[src/rtl/axi_arbiter.sv]
// Arbitrates one shared AXI memory port between an instruction-fetch read master and a
// load/store master (read + write). One transaction at a time; the grant is visible on arb_owner.
module axi_arbiter #(
  parameter int ADDR_WIDTH = 64,
  parameter int DATA_WIDTH = 64
) (
  input  logic                    clk,
  input  logic                    rst,
  // instruction-fetch read master
  input  logic [ADDR_WIDTH-1:0]   ifu_AR_ADDR,
  input  logic                    ifu_AR_VALID,
  output logic                    ifu_AR_READY,
  output logic [DATA_WIDTH-1:0]   ifu_R_DATA,
  output logic                    ifu_R_VALID,
  input  logic                    ifu_R_READY,
  // load/store master
  input  logic [ADDR_WIDTH-1:0]   lsu_AR_ADDR,
  input  logic                    lsu_AR_VALID,
  output logic                    lsu_AR_READY,
  output logic [DATA_WIDTH-1:0]   lsu_R_DATA,
  output logic                    lsu_R_VALID,
  input  logic                    lsu_R_READY,
  input  logic [ADDR_WIDTH-1:0]   lsu_AW_ADDR,
  input  logic                    lsu_AW_VALID,
  output logic                    lsu_AW_READY,
  input  logic [DATA_WIDTH-1:0]   lsu_W_DATA,
  input  logic [DATA_WIDTH/8-1:0] lsu_W_STRB,
  input  logic                    lsu_W_VALID,
  output logic                    lsu_W_READY,
  output logic                    lsu_B_VALID,
  input  logic                    lsu_B_READY,
  // shared memory port
  output logic [ADDR_WIDTH-1:0]   axi_AW_ADDR,
  output logic                    axi_AW_VALID,
  input  logic                    axi_AW_READY,
  output logic [DATA_WIDTH-1:0]   axi_W_DATA,
  output logic [DATA_WIDTH/8-1:0] axi_W_STRB,
  output logic                    axi_W_VALID,
  input  logic                    axi_W_READY,
  input  logic                    axi_B_VALID,
  output logic                    axi_B_READY,
  output logic [ADDR_WIDTH-1:0]   axi_AR_ADDR,
  output logic                    axi_AR_VALID,
  input  logic                    axi_AR_READY,
  input  logic [DATA_WIDTH-1:0]   axi_R_DATA,
  input  logic                    axi_R_VALID,
  output logic                    axi_R_READY,
  output logic [1:0]              arb_owner
);

  // Handshakes: a transfer happens on a rising edge where VALID and READY are both high;
  // VALID never depends on READY, and the state encoding doubles as the grant on arb_owner.
  typedef enum logic [1:0] {
    IDLE   = 2'd0,
    IFU_RD = 2'd1,
    LSU_RD = 2'd2,
    LSU_WR = 2'd3
  } state_t;

  localparam logic GNT_IFU = 1'b0;
  localparam logic GNT_LSU = 1'b1;

  state_t state_q, state_d;
  logic   last_grant_q, last_grant_d;
  logic   ar_done_q, ar_done_d;
  logic   aw_done_q, aw_done_d;
  logic   w_done_q, w_done_d;
  logic   ifu_req, lsu_req;

  assign ifu_req   = ifu_AR_VALID;
  assign lsu_req   = lsu_AR_VALID | lsu_AW_VALID;
  assign arb_owner = state_q;

  always_ff @(posedge clk) begin
    if (rst) begin
      state_q      <= IDLE;
      last_grant_q <= GNT_IFU;
      ar_done_q    <= 1'b0;
      aw_done_q    <= 1'b0;
      w_done_q     <= 1'b0;
    end else begin
      state_q      <= state_d;
      last_grant_q <= last_grant_d;
      ar_done_q    <= ar_done_d;
      aw_done_q    <= aw_done_d;
      w_done_q     <= w_done_d;
    end
  end

  always_comb begin
    state_d      = state_q;
    last_grant_d = last_grant_q;
    ar_done_d    = ar_done_q;
    aw_done_d    = aw_done_q;
    w_done_d     = w_done_q;
    ifu_AR_READY = 1'b0;
    ifu_R_DATA   = '0;
    ifu_R_VALID  = 1'b0;
    lsu_AR_READY = 1'b0;
    lsu_R_DATA   = '0;
    lsu_R_VALID  = 1'b0;
    lsu_AW_READY = 1'b0;
    lsu_W_READY  = 1'b0;
    lsu_B_VALID  = 1'b0;
    axi_AW_ADDR  = '0;
    axi_AW_VALID = 1'b0;
    axi_W_DATA   = '0;
    axi_W_STRB   = '0;
    axi_W_VALID  = 1'b0;
    axi_B_READY  = 1'b0;
    axi_AR_ADDR  = '0;
    axi_AR_VALID = 1'b0;
    axi_R_READY  = 1'b0;

    case (state_q)
      IDLE: begin
        // Flags are cleared here so every grant starts with a fresh one-shot.
        ar_done_d = 1'b0;
        aw_done_d = 1'b0;
        w_done_d  = 1'b0;
        if (lsu_req && (!ifu_req || last_grant_q == GNT_IFU)) begin
          state_d      = lsu_AW_VALID ? LSU_WR : LSU_RD;
          last_grant_d = GNT_LSU;
        end else if (ifu_req) begin
          state_d      = IFU_RD;
          last_grant_d = GNT_IFU;
        end
      end
      IFU_RD: begin
        axi_AR_ADDR  = ifu_AR_ADDR;
        axi_AR_VALID = ifu_AR_VALID & ~ar_done_q;
        ifu_AR_READY = axi_AR_READY & ~ar_done_q;
        if (ifu_AR_VALID && axi_AR_READY && !ar_done_q) ar_done_d = 1'b1;
        ifu_R_DATA   = axi_R_DATA;
        ifu_R_VALID  = axi_R_VALID;
        axi_R_READY  = ifu_R_READY;
        if (axi_R_VALID && ifu_R_READY) state_d = IDLE;
      end
      LSU_RD: begin
        axi_AR_ADDR  = lsu_AR_ADDR;
        axi_AR_VALID = lsu_AR_VALID & ~ar_done_q;
        lsu_AR_READY = axi_AR_READY & ~ar_done_q;
        if (lsu_AR_VALID && axi_AR_READY && !ar_done_q) ar_done_d = 1'b1;
        lsu_R_DATA   = axi_R_DATA;
        lsu_R_VALID  = axi_R_VALID;
        axi_R_READY  = lsu_R_READY;
        if (axi_R_VALID && lsu_R_READY) state_d = IDLE;
      end
      LSU_WR: begin
        axi_AW_ADDR  = lsu_AW_ADDR;
        axi_AW_VALID = lsu_AW_VALID & ~aw_done_q;
        lsu_AW_READY = axi_AW_READY & ~aw_done_q;
        if (lsu_AW_VALID && axi_AW_READY && !aw_done_q) aw_done_d = 1'b1;
        axi_W_DATA   = lsu_W_DATA;
        axi_W_STRB   = lsu_W_STRB;
        axi_W_VALID  = lsu_W_VALID & ~w_done_q;
        lsu_W_READY  = axi_W_READY & ~w_done_q;
        if (lsu_W_VALID && axi_W_READY && !w_done_q) w_done_d = 1'b1;
        // B ends the grant even if AW/W have not both been seen.
        lsu_B_VALID  = axi_B_VALID;
        axi_B_READY  = lsu_B_READY;
        if (axi_B_VALID && lsu_B_READY) state_d = IDLE;
      end
      default: state_d = IDLE;
    endcase
  end

endmodule

[config.mk]
export PLATFORM = sky130hd
export DESIGN_NAME = axi_arbiter
export DESIGN_NICKNAME = d
export VERILOG_FILES = /design/src/rtl/axi_arbiter.sv
export SDC_FILE = /design/constraint.sdc
export NUM_CORES = 1
export LEC_CHECK = 0
export BUFFER_PORTS_ARGS = -buffer_cell sky130_fd_sc_hd__buf_2
export CAP_MARGIN = 20
export CELL_PAD_IN_SITES_DETAIL_PLACEMENT = 0
export CELL_PAD_IN_SITES_GLOBAL_PLACEMENT = 1
export CORE_AREA = 4 4 266 268
export CTS_BUF_LIST = sky130_fd_sc_hd__clkbuf_8
export CTS_CLUSTER_DIAMETER = 100
export DETAILED_ROUTE_END_ITERATION = 8
export DIE_AREA = 0 0 270 272
export PLACE_DENSITY = 0.35
export SLEW_MARGIN = 10
export SYNTH_ARGS = -nofsm -noshare
export SYNTH_HDL_FRONTEND = slang
export SYNTH_SLANG_ARGS = --single-unit
[constraint.sdc]
create_clock -name clk -period 2.8 [get_ports clk]
set_input_delay 0.56 -clock clk [delete_from_list [all_inputs] [get_ports clk]]
set_output_delay 0.56 -clock clk [all_outputs]
set_load 0.005 [all_outputs]
==> results_dict.tcl <==
set metrics [dict create \
    cts_tree "built" \
    powerDensity_nw_per_um2 568.3 \
    nFillCells 8128 \
    area_growth_pct 141.2 \
    p_seq_frac 0.037 \
    syn_area_um2 3286 \
    path_cells "inv_1, ha_2, buf_12, nor3b_1, buf_2" \
    post-place-ws_ns 0.2527 \
    grt_max_degree 91 \
    io_pins 684 \
    synth_ff_type "dfxtp_1" \
    synth_cell_type_count 26 \
    clkLatencyLatePin_ns 0.22 \
    async_reset_ff_frac 0 \
    hold_violations 0 \
    detail_route.first_pass.iterations 6 \
    setup.worst_path.start_class "register" \
    period_needed_ns 2.580 \
    ys_seq_elements 6 \
    multi_input_area_um2 2980 \
    syn-num-nets 854 \
    antenna_found_initial 21 \
    hpwl_mm 31.72 \
    maxSlewHeadroom 0.7420 \
    p_leak_nw 4.540 \
    hp-class "reg -> reg" \
    ys_warn_count 0 \
    endpoint_kind "primary output" \
    seqCellArea_um2 120.1 \
    finalSetupTns_ns 0 \
    synth.yosys.seq_area_share 0.03656 \
    grt_setup_unrepaired "false" \
    fp-row-count 96 \
    antenna_left 0 \
    slowest_stage "dfxtp_1" \
    drt-vias-per-instance 3.007 \
    cp_max_fo 67 \
    die_x_um 270 \
    worst_slack_ns 0.2202 \
    drive_gt1_frac 0.6152 \
    wire_per_inst_um 17.36 \
    switchingPower_mw 2.282 \
    skew_ns 0.001512 \
    fin_crit_sh 0.9214 \
    grt_pass1_vias 6535 \
    io_buffers 683 \
    cp.required_ns 2.24 \
    netlist_instances 504 \
    swShare 0.5065 \
    routed_wl_mm 35.68 \
    drcViolationCount 0 \
    cts_root_buf "clkbuf_8" \
    p_comb_frac 0.933 \
    timing.fmax_mhz 387.6 \
    max_cap_viol_count 0 \
    initial_core_util 0.04807 \
    setup_viol 0 \
    fin_nets 1511 \
    place_congestion 0.9327 \
    synthTopCellsByArea "and2_1 51%, a22oi_1 15%, nor2b_1 13%" \
    syn-mean-instance-area_um2 6.519 \
    dieArea_um2 73440 \
    setup.worst_path.class "reg -> out" \
    worstMarginPinSlew_ns 0.3870 \
    cpPeakStageDelay_ns 0.53 \
    p_clk_frac 0.030 \
    synth_top_cell_area_share 0.5122 \
    drv_slew 0 \
    outcome "completed" \
    cts_sinks 6 \
    vias 6180 \
    ctsHtreeMaxLevel 1 \
    coreArea_um2 68350 \
    grt_pass1_wl_mm 48.01 \
    p_int_mw 2.223 \
    cts_buffers 3 \
    whs_ns 0.4839 \
    clk_pin_slew_ns 0.04 \
    cts.path.max_buffers 2 \
    grt_use_total 0.08858 \
    vdd_drop_max_mv 0.2456 \
    grt-ovfl-total 0 \
    cp.arrival_ns 2.02 \
    synth_top_area_cell "and2_1" \
    initialDrtViolationCount 135 \
    synth_edf_count 0 \
    dieHeight_um 272 \
]
[cells in the mapped netlist (2+ instances only)]
cell type and n:
buf_1 3, inv_1 4, o21ai_0 3, clkbuf_1 37
a221oi_1 2, nor2b_1 66, mux2i_1 4, nand3b_1 2
nand2b_1 5, ha_1 8, and3b_1 6, a22oi_1 66
buf_2 11, and2_1 269, a21boi_0 2, dfxtp_1 6
[critical path: cells and delay by family, from the launching register on]
| family | cells | cell delay [ns] |
|---|---|---|
| DFF | 1 | 0.53 |
| and+or+nand+nor | 1 | 0.28 |
| buffers and inverters | 3 | 0.60 |
| adders and majority gates | 1 | 0.38 |
[per-layer routing]
metal	share of wire	track usage	vias to the layer above
met5	0	0	-
met4	0.040	0.03195	0
met3	0.095	0.02942	40
met2	0.55	0.1791	408
met1	0.32	0.08152	2768
li1	-	-	2964
[worst paths after layout]
| kind | start | end | slack (ns) | cells after the start |
|---|---|---|---|---|
| setup / recovery | arb_owner[0] | axi_AR_VALID | 0.22 | 5 |
| setup reg to reg | arb_owner[0] | arb_owner[1] | 0.74 | 6 |
| hold reg to reg | aw_done_q | aw_done_q | 0.48 | 2 |
| hold / removal | aw_done_q | aw_done_q | 0.48 | 2 |
[cell usage in the layout, fill, tap and decap left out]
cell type	n
buf_4	15
buf_12	5
nand3_1	1
or4_4	1
a221oi_1	2
nor3b_1	1
a21oi_1	1
nor2b_2	1
ha_4	2
nor2_1	1
and3b_1	6
nor2b_1	65
nand2_1	1
o211ai_1	1
diode_2	14
nand3b_1	2
a21boi_0	2
a21o_1	1
mux2i_1	4
and2_1	269
ha_2	3
a21boi_1	1
ha_1	3
dfxtp_1	6
inv_1	4
o21ai_0	3
a22oi_1	66
buf_2	683
nand2b_1	5
nor4b_1	1
clkbuf_8	3
[power groups by stage]
stage	logic, mW	registers [mW]	clock network [mW]
2_1_floorplan	2.09	0.150	0
3_3_place_gp	4.38	0.168	0
3_5_place_dp	4.33	0.171	0
4_1_cts	4.35	0.169	0.141
5_1_grt	4.67	0.175	0.145
6_report	4.20	0.168	0.135
[metrics by stage]
| step | util | area [um^2] | cells | total power, mW |
|---|---|---|---|---|
| floorplan | - | 3286 | 504 | 2.238 |
| global placement | 0.1147 | 7840 | 2037 | 4.543 |
| detailed placement | 0.1147 | 7840 | 2037 | 4.497 |
| CTS | 0.1154 | 7889 | 2041 | 4.660 |
| global route | 0.1157 | 7909 | 2048 | 4.992 |
| finish | 0.1160 | 7926 | 2055 | 4.505 |
[layout make-up]
cell class / count / area share
antenna: 14 / 0.004420
clock buffer: 3 / 0.005209
inverter: 4 / 0.001894
multi-input combinational: 443 / 0.3760
sequential: 6 / 0.01515
tap: 882 / 0.1392
timing repair buffer: 703 / 0.4581
[cell families (layout without fill, tap and decap cells)]
family          after synthesis  count (layout)  synth area share
mux                           4               4           0.01219
flops                         6               6           0.03656
simple gates                354             354            0.6801
compound gates               77              77            0.1736
other cells                   0              14                 0
fa+ha+maj                     8               8           0.03047
buf+inv                      55             710           0.06702
[flip-flops by register name (all words and copies together), names as in the netlist]
signal and count:
w_done_q 1, ar_done_q 1, arb_owner 2, last_grant_q 1, aw_done_q 1
[repair_timing]
action,CTS,global route
setup buffers,1,0
endpoints found under the setup margin,1,1
hold buffers,0,0
pin swaps,0,0
resized for setup,0,1
Note: power is estimated with default switching activity, not from simulation.
